File: config.mk
export PLATFORM = sky130hd
export DESIGN_NAME = serial_mag_comp
export DESIGN_NICKNAME = d
export VERILOG_FILES = /design/src/rtl/serial_mag_comp_pkg.sv /design/src/rtl/mag_comp_1bit.sv /design/src/rtl/serial_mag_comp.sv
export SDC_FILE = /design/constraint.sdc
export NUM_CORES = 1
export LEC_CHECK = 0
export CORE_MARGIN = 8
export CORE_UTILIZATION = 59
export CTS_CLUSTER_DIAMETER = 150
export DETAILED_ROUTE_END_ITERATION = 12
export DONT_BUFFER_PORTS = 1
export PLACE_DENSITY = 0.86
export SYNTH_ARGS = -nofsm -noshare
export SYNTH_HDL_FRONTEND = slang
export SYNTH_SLANG_ARGS = --single-unit
File: constraint.sdc
create_clock -name clk -period 1.6 [get_ports clk]
set_input_delay 0.32 -clock clk [delete_from_list [all_inputs] [get_ports clk]]
set_output_delay 0.32 -clock clk [all_outputs]
set_load 0.01 [all_outputs]
File: src/rtl/serial_mag_comp_pkg.sv
// Shared constants for the bit-serial magnitude comparator.
// State encodings and default widths.
package serial_mag_comp_pkg;

    typedef enum logic [1:0] {
        ST_IDLE = 2'd0,
        ST_RUN  = 2'd1,
        ST_DONE = 2'd2
    } state_e;

    localparam int DEF_N     = 8;
    localparam int DEF_CNT_W = 8;

endpackage

File: src/rtl/mag_comp_1bit.sv
// Single-bit magnitude comparator.
// Exactly one of L/G/E is high for any input pair.
module mag_comp_1bit (
    input  logic a,
    input  logic b,
    output logic L,
    output logic G,
    output logic E
);

    assign L = ~a & b;
    assign G = a & ~b;
    assign E = ~(a ^ b);

endmodule

File: src/rtl/serial_mag_comp.sv
// Bit-serial N-bit magnitude comparator, operands MSB first.
// SERIAL_MAG_COMP_EARLY_DONE_EN: finish on the first unequal bit pair.
module serial_mag_comp
    import serial_mag_comp_pkg::*;
#(
    parameter int N     = DEF_N,
    parameter int CNT_W = DEF_CNT_W
) (
    input  logic clk,
    input  logic rst,
    input  logic start,
    input  logic bit_valid,
    input  logic a_bit,
    input  logic b_bit,
    output logic busy,
    output logic done,
    output logic L,
    output logic G,
    output logic E
);

    localparam logic [CNT_W-1:0] LAST_CNT = CNT_W'(N - 1);

    state_e           state_q, state_d;
    logic [CNT_W-1:0] cnt_q, cnt_d;
    logic             decided_q, decided_d;
    logic             lt_q, lt_d;
    logic             gt_q, gt_d;
    logic             busy_q, busy_d;
    logic             done_q, done_d;
    logic             l_q, l_d;
    logic             g_q, g_d;
    logic             e_q, e_d;

    logic bit_l, bit_g, bit_e;
    logic lt_n, gt_n, dec_n;
    logic last_bit, finish;
    logic restart;

    mag_comp_1bit u_cmp (
        .a (a_bit),
        .b (b_bit),
        .L (bit_l),
        .G (bit_g),
        .E (bit_e)
    );

    // Only the first unequal pair may set lt/gt.
    assign lt_n     = lt_q | (~decided_q & bit_l);
    assign gt_n     = gt_q | (~decided_q & bit_g);
    assign dec_n    = decided_q | ~bit_e;
    assign last_bit = (cnt_q == LAST_CNT);

`ifdef SERIAL_MAG_COMP_EARLY_DONE_EN
    assign finish = last_bit | (~decided_q & ~bit_e);
`else
    assign finish = last_bit;
`endif

    always_comb begin
        state_d   = state_q;
        cnt_d     = cnt_q;
        decided_d = decided_q;
        lt_d      = lt_q;
        gt_d      = gt_q;
        busy_d    = busy_q;
        done_d    = 1'b0;
        l_d       = l_q;
        g_d       = g_q;
        e_d       = e_q;
        restart   = 1'b0;

        case (state_q)
            ST_IDLE: begin
                restart = start;
            end
            ST_RUN: begin
                if (start) begin
                    restart = 1'b1;
                end else if (bit_valid) begin
                    cnt_d     = cnt_q + CNT_W'(1);
                    decided_d = dec_n;
                    lt_d      = lt_n;
                    gt_d      = gt_n;
                    if (finish) begin
                        state_d = ST_DONE;
                        l_d     = lt_n;
                        g_d     = gt_n;
                        e_d     = ~(lt_n | gt_n);
                        done_d  = 1'b1;
                        busy_d  = 1'b0;
                    end
                end
            end
            ST_DONE: begin
                state_d = ST_IDLE;
                busy_d  = 1'b0;
                restart = start;
            end
            default: begin
                state_d = ST_IDLE;
                busy_d  = 1'b0;
            end
        endcase

        // Start from any state aborts and re-arms the comparison.
        if (restart) begin
            state_d   = ST_RUN;
            cnt_d     = '0;
            decided_d = 1'b0;
            lt_d      = 1'b0;
            gt_d      = 1'b0;
            busy_d    = 1'b1;
            done_d    = 1'b0;
            l_d       = 1'b0;
            g_d       = 1'b0;
            e_d       = 1'b0;
        end
    end

    always_ff @(posedge clk) begin
        if (rst) begin
            state_q   <= ST_IDLE;
            cnt_q     <= '0;
            decided_q <= 1'b0;
            lt_q      <= 1'b0;
            gt_q      <= 1'b0;
            busy_q    <= 1'b0;
            done_q    <= 1'b0;
            l_q       <= 1'b0;
            g_q       <= 1'b0;
            e_q       <= 1'b0;
        end else begin
            state_q   <= state_d;
            cnt_q     <= cnt_d;
            decided_q <= decided_d;
            lt_q      <= lt_d;
            gt_q      <= gt_d;
            busy_q    <= busy_d;
            done_q    <= done_d;
            l_q       <= l_d;
            g_q       <= g_d;
            e_q       <= e_d;
        end
    end

    assign busy = busy_q;
    assign done = done_q;
    assign L    = l_q;
    assign G    = g_q;
    assign E    = e_q;

endmodule
Yosys cells after proc, flatten, opt, wreduce, memory -nomap -nowiden. Index checks and enable logic that the tools add are counted.

Bits in registers: 18. Latch bits: 0. Bits in writable memories: 0. Bits in read-only memories: 0. Output and inout bits: 5. Logic and storage cells: 60. Memories: 0.

Add/sub/neg operators: 1. Multiply operators: 0. Div/mod/pow operators: 0. $lt $le $gt $ge: 0. Eq/ne operators: 10. Shift operators: 0. Multiplexer cells: 13. Bitwise operators: 17. Reduce and logical (&&, ||, !) cells: 8.

Operators by type and width (count): $reduce_and 4->1 (3); $ne 3x3->1 const B (3); $add 8x1->8 const B (1); $eq 8x3->1 const B (1); $ne 2x2->1 const B (4); $not 1->1 (8); $mux 1 (7); $mux 2 (3); $reduce_or 5->1 (1); $and 1x1->1 (4); $or 1x1->1 (4); $pmux 1 s2 (2); $pmux 2 s2 (1); $reduce_or 2->1 (2); $reduce_and 3->1 (1); $eq 2x1->1 const B (1); $eq 2x2->1 const B (1); $logic_not 2->1 (1); $xor 1x1->1 (1).

Logic depth before layout (Yosys ltp).
Word-level depth: 6. Depth in mapped cells: 5. Depth with buffers taken out: 5.

Modules after synthesis. A second synthesis with hierarchy kept.

Cells, all modules: 91. Area, all modules: 810.8 µm².

Modules (own cells, without submodules): serial_mag_comp (times used 1, cells an instance 87, area an instance 778.2 µm², sequential area each 340.3 µm²); mag_comp_1bit (times used 1, cells an instance 4, area an instance 32.5 µm², sequential area each 0.0 µm²).

Least setup slack after synthesis. Ideal clock, no wire load.

Path type: flip-flop to flip-flop. From: reg cnt_q[0]. To: reg e_q (netlist: E). Library setup time: 0.126 ns. Arrival: 1.154 ns. Required time: 1.474 ns. Setup slack: 0.320 ns. Stages on the path, launching flop included: 5. Buffers on the path: 0. Clock period less this slack: 1.280 ns. Cells stage by stage: dfxtp_1 > ha_1 > and4bb_1 > nand4_1 > mux2i_1.

Word-level cells in the longest chain between the ends: 2.

Ends and longest elaborated chain: start, declared (line serial_mag_comp.sv:25) `logic [CNT_W-1:0] cnt_q, cnt_d;`; start signal, assigned (line serial_mag_comp.sv:135) `cnt_q <= cnt_d;`; $eq 8x3->1 (line serial_mag_comp.sv:52) `assign last_bit = (cnt_q == LAST_CNT);`; $reduce_and 4->1 (no line); end signal, assigned (line serial_mag_comp.sv:132) `e_q <= 1'b0;`; end signal, assigned (line serial_mag_comp.sv:143) `e_q <= e_d;`; end, declared (line serial_mag_comp.sv:33) `logic e_q, e_d;`.

Every way passes these cells. A chain may end at the register's enable or synchronous reset.

Worst setup path after layout. Same ends and word-level chain as after synthesis.

==> impl.org <==
** Critical path
- For the worst flop-to-flop path, the logic depth is 4.
- STA classifies the critical path startpoint as a flip-flop.
- Internal reg-to-reg setup slack :: roughly 0.19 ns
- For this design, the slowest cell found on the critical path is dfxtp_1.
- The critical path is of the reg2reg type.
- Cells along the critical path :: ha_1, and4bb_1, nand4_1, mux2i_1
- WP data arrival :: between 1.5 and 2 ns
- Worst reg2reg endpoint :: E
- Number of buffers and inverters on the critical path :: 0
- The worst register-to-register path begins at cnt_q[0].
- On the worst path, the slowest cell contributes a delay of ~0.43 ns.
- Required time of the critical path :: 1.78 ns
- Highest net fanout along the worst path :: 5
- The worst setup path is captured at a flip-flop.
- Broken down by cell family, the worst path's largest delay share belongs to simple AND/OR/NAND/NOR gates.

** Cells and area
- Area of all sequential standard cells :: roughly 340 µm²
- At the end of the flow, the number of nets in the layout was about 110.
- Layout area overhead :: 7.36%
- Fraction of final layout cells sized beyond drive strength 1 :: 0.111
- # fillers :: between 100 and 150
- Area occupied by multi-input gates :: 433 µm²
- The number of antenna diodes in the final layout is 0.

** Power
- PwrDens :: approximately 810 nW/µm²
- Total chip power :: 0.705 mW
- Leakage power :: approximately 0.33 nW
- IR analysis of the VDD net gives a maximum drop of 0.000522 V.

** Global routing
- Summed over all layers, the global routing overflow is 0.
- Entering global routing, the biggest net connects 12 pins.
- Initial antenna violation count :: 0
- The first global-routing pass estimated about 2600 µm of wire.
- Via count of the first global-routing pass :: 626
- In the global route stage, overall resource usage came out at 0.121.

** Detailed routing
- Wire length per cell :: between 10 and 15 µm
- For this block, the routed nets add up to approximately 1500 µm of wire.
- Routed via count :: 646
- After the first detailed-routing iteration, the DRC count stood at 13.
- Number of design rule violations left after detail routing :: 0
- Drt pass-1 iters :: 4
- Via-to-Cell Ratio :: 5.67
- The count of nets left with antenna violations once routing finished came out at 0.

** Min path
- Type of the most critical hold path :: in2reg
- End point of the most critical hold path :: busy
- Hold wc startpoint :: start
- Hold Path Cell Cnt :: 1

** Floorplan
- Pin placement for this block handled 11 I/O pins.
- From left edge to right edge, the die measures about 53 µm.
- Number of rows created at floorplan :: 13
- Floorplan die height :: 53.2 µm
- The floorplan step defined a die boundary enclosing approximately 2800 µm².
- In this run the standard cell core region covers ~1300 µm².
- The initial utilization of the core area, before any placement, comes to 0.627.

** Timing
- Upper clock frequency limit :: between 700 and 800 MHz
- RSZ-0062 raised after global routing :: false
- Final critical delay including setup and external delays :: approximately 1.4 ns
- Fin Clk Skew :: 0.00386 ns
- For the pin with the worst max-slew slack, the measured transition is between 0.3 and 0.4 ns.
- In this run the tightest slew margin relative to its limit is 0.739.
- Setup TNS :: 0 ns
- Share of the cycle needed by the critical path after routing :: 0.883
- Final setup violation count :: 0
- Max-slew violation total from the final report :: 0
- The number of hold violations in the final report is 0.

** Synth
- Of the post-synthesis cell area, the dominant cell type holds 0.417.
- During synthesis, Yosys emitted a total of 0 warnings.
- Avg Inst Size Synth :: 8.59 µm²
- Of the synthesized area, sequential elements account for 0.417.
- Of all cell types, the one taking the most synthesized area is dfxtp_1.
- Ranked by total cell area, the synthesized netlist is headed by dfxtp_1, mux2i_1, a21oi_1.
- Counting distinct cell types in the post-synthesis netlist gives 29.
- In this run the cell area of the synthesized design comes to about 820 µm².
- Number of register bits inferred by synthesis :: 17
- Number of instances in the synthesized netlist :: between 90 and 100
- Syn nets :: around 100

** Clock tree
- Counting every sink on the clock net gives 17.
- Count of H-tree levels built during CTS :: 1
- Reg clk slew, reported paths :: around 0.1 ns
- The tree is rooted in a clkbuf_4.
- Buffers inserted to repair hold after CTS numbered 0.
- For the worst-skew pair, the clock arrives at the later sink with an insertion delay of 0.29 ns.
- In this run the deepest clock path goes through 2 buffers.
- TritonCTS built the clock tree.
- Once the clock tree was built, the setup fixing pass inserted 0 buffers.
- PostCTS Resize Cnt :: 0
- CTS Buf Count :: 3

** Run
- Across the run, the number of max-cap violations was 0.

** Status
- Result of the run :: complete, no violations

** Placement
- Routability cong. :: roughly 0.80
- The count of buffers added on input and output ports is 0.
- Detailed Place HPWL :: 1170 µm
layout make-up:
class	instances	share of cell area
multi-input combinational	67	0.494
sequential	17	0.389
clock inverter	1	0.00571
tap	15	0.0214
clock buffer	3	0.0257
timing repair buffer	4	0.0343
inverter	7	0.0300
cells in the mapped netlist:
library cell	n
o2111ai_1	1
or3_1	3
inv_1	7
o21ai_1	3
nor3_1	2
o211ai_1	2
nor4_2	1
o31ai_1	1
nand3b_1	1
nand4_1	2
and4bb_2	1
nand2_1	5
nor2b_1	2
a21bo_2	1
dfxtp_1	17
xnor2_1	1
mux2i_1	5
ha_1	3
a31oi_1	1
and4bb_1	1
nand4bb_1	1
clkbuf_1	3
or4_1	1
buf_2	1
o21a_1	1
and2_1	1
nor2_1	9
nand3_1	9
a21oi_1	9
power breakdown:
group / internal [mW] / switching, mW
combinational: 0.0210 / 0.0303
clock: 0.0931 / 0.133
sequential: 0.426 / 0.00224
total: 0.540 / 0.165
registers in the layout, indices dropped and copies added (netlist names):
signal     cells
cnt_q          8
E              1
G              1
L              1
busy           1
decided_q      1
done           1
gt_q           1
lt_q           1
state_q        1
routing by layer:
layer	GRT usage	vias up	routed length [µm]	share of wire
met5	0	-	0	0
met3	0.0280	5	106	0.070
met1	0.159	284	727	0.48
li1	-	343	-	-
met2	0.180	14	657	0.43
met4	0.0630	0	26	0.017
kinds of logic after synthesis:
family | count (synthesis) | synth area share
AND/OR/NAND/NOR | 39 | 0.271
AO/OA/AOI/OAI | 19 | 0.141
flip-flops | 17 | 0.417
buffers and inverters | 11 | 0.0521
multiplexers | 5 | 0.0614
adder cells (fa/ha/maj) | 3 | 0.0460
XOR/XNOR | 1 | 0.0107
worst max path at each step:
| stage | startpoint | to | slack [ns] | cells past startpoint |
|---|---|---|---|---|
| 6_report | cnt_q[0] | E | 0.19 | 4 |
| 5_1_grt | cnt_q[0] | E | 0.08 | 4 |
| 4_1_cts | cnt_q[0] | G | 0.19 | 4 |
| 3_5_place_dp | cnt_q[0] | E | 0.20 | 4 |
| 3_3_place_gp | cnt_q[0] | E | 0.26 | 4 |
| 2_1_floorplan | cnt_q[0] | E | 0.32 | 4 |
cells in the final DEF, fill, tap and decap left out, drive strengths merged, types with 2 or more instances in the layout:
master / n
dfxtp: 17
nor2b: 2
nor2: 9
ha: 3
nor3: 2
a21oi: 9
and4bb: 2
inv: 7
o211ai: 2
nand2: 5
nand3: 9
mux2i: 5
or3: 3
clkbuf: 3
nand4: 2
buf: 4
o21ai: 3
per-stage QoR:
stage	instances	hold WS (ns)	worst slack [ns]	util	cell area [µm²]
floorplan	95	0.444	0.320	-	816
global placement	110	0.452	0.258	0.652	848
detailed placement	110	0.462	0.201	0.652	848
CTS	114	0.162	0.195	0.673	876
global route	114	0.150	0.0833	0.673	876
finish	114	0.157	0.188	0.673	876
No activity file was read; power rests on OpenSTA's default activity.
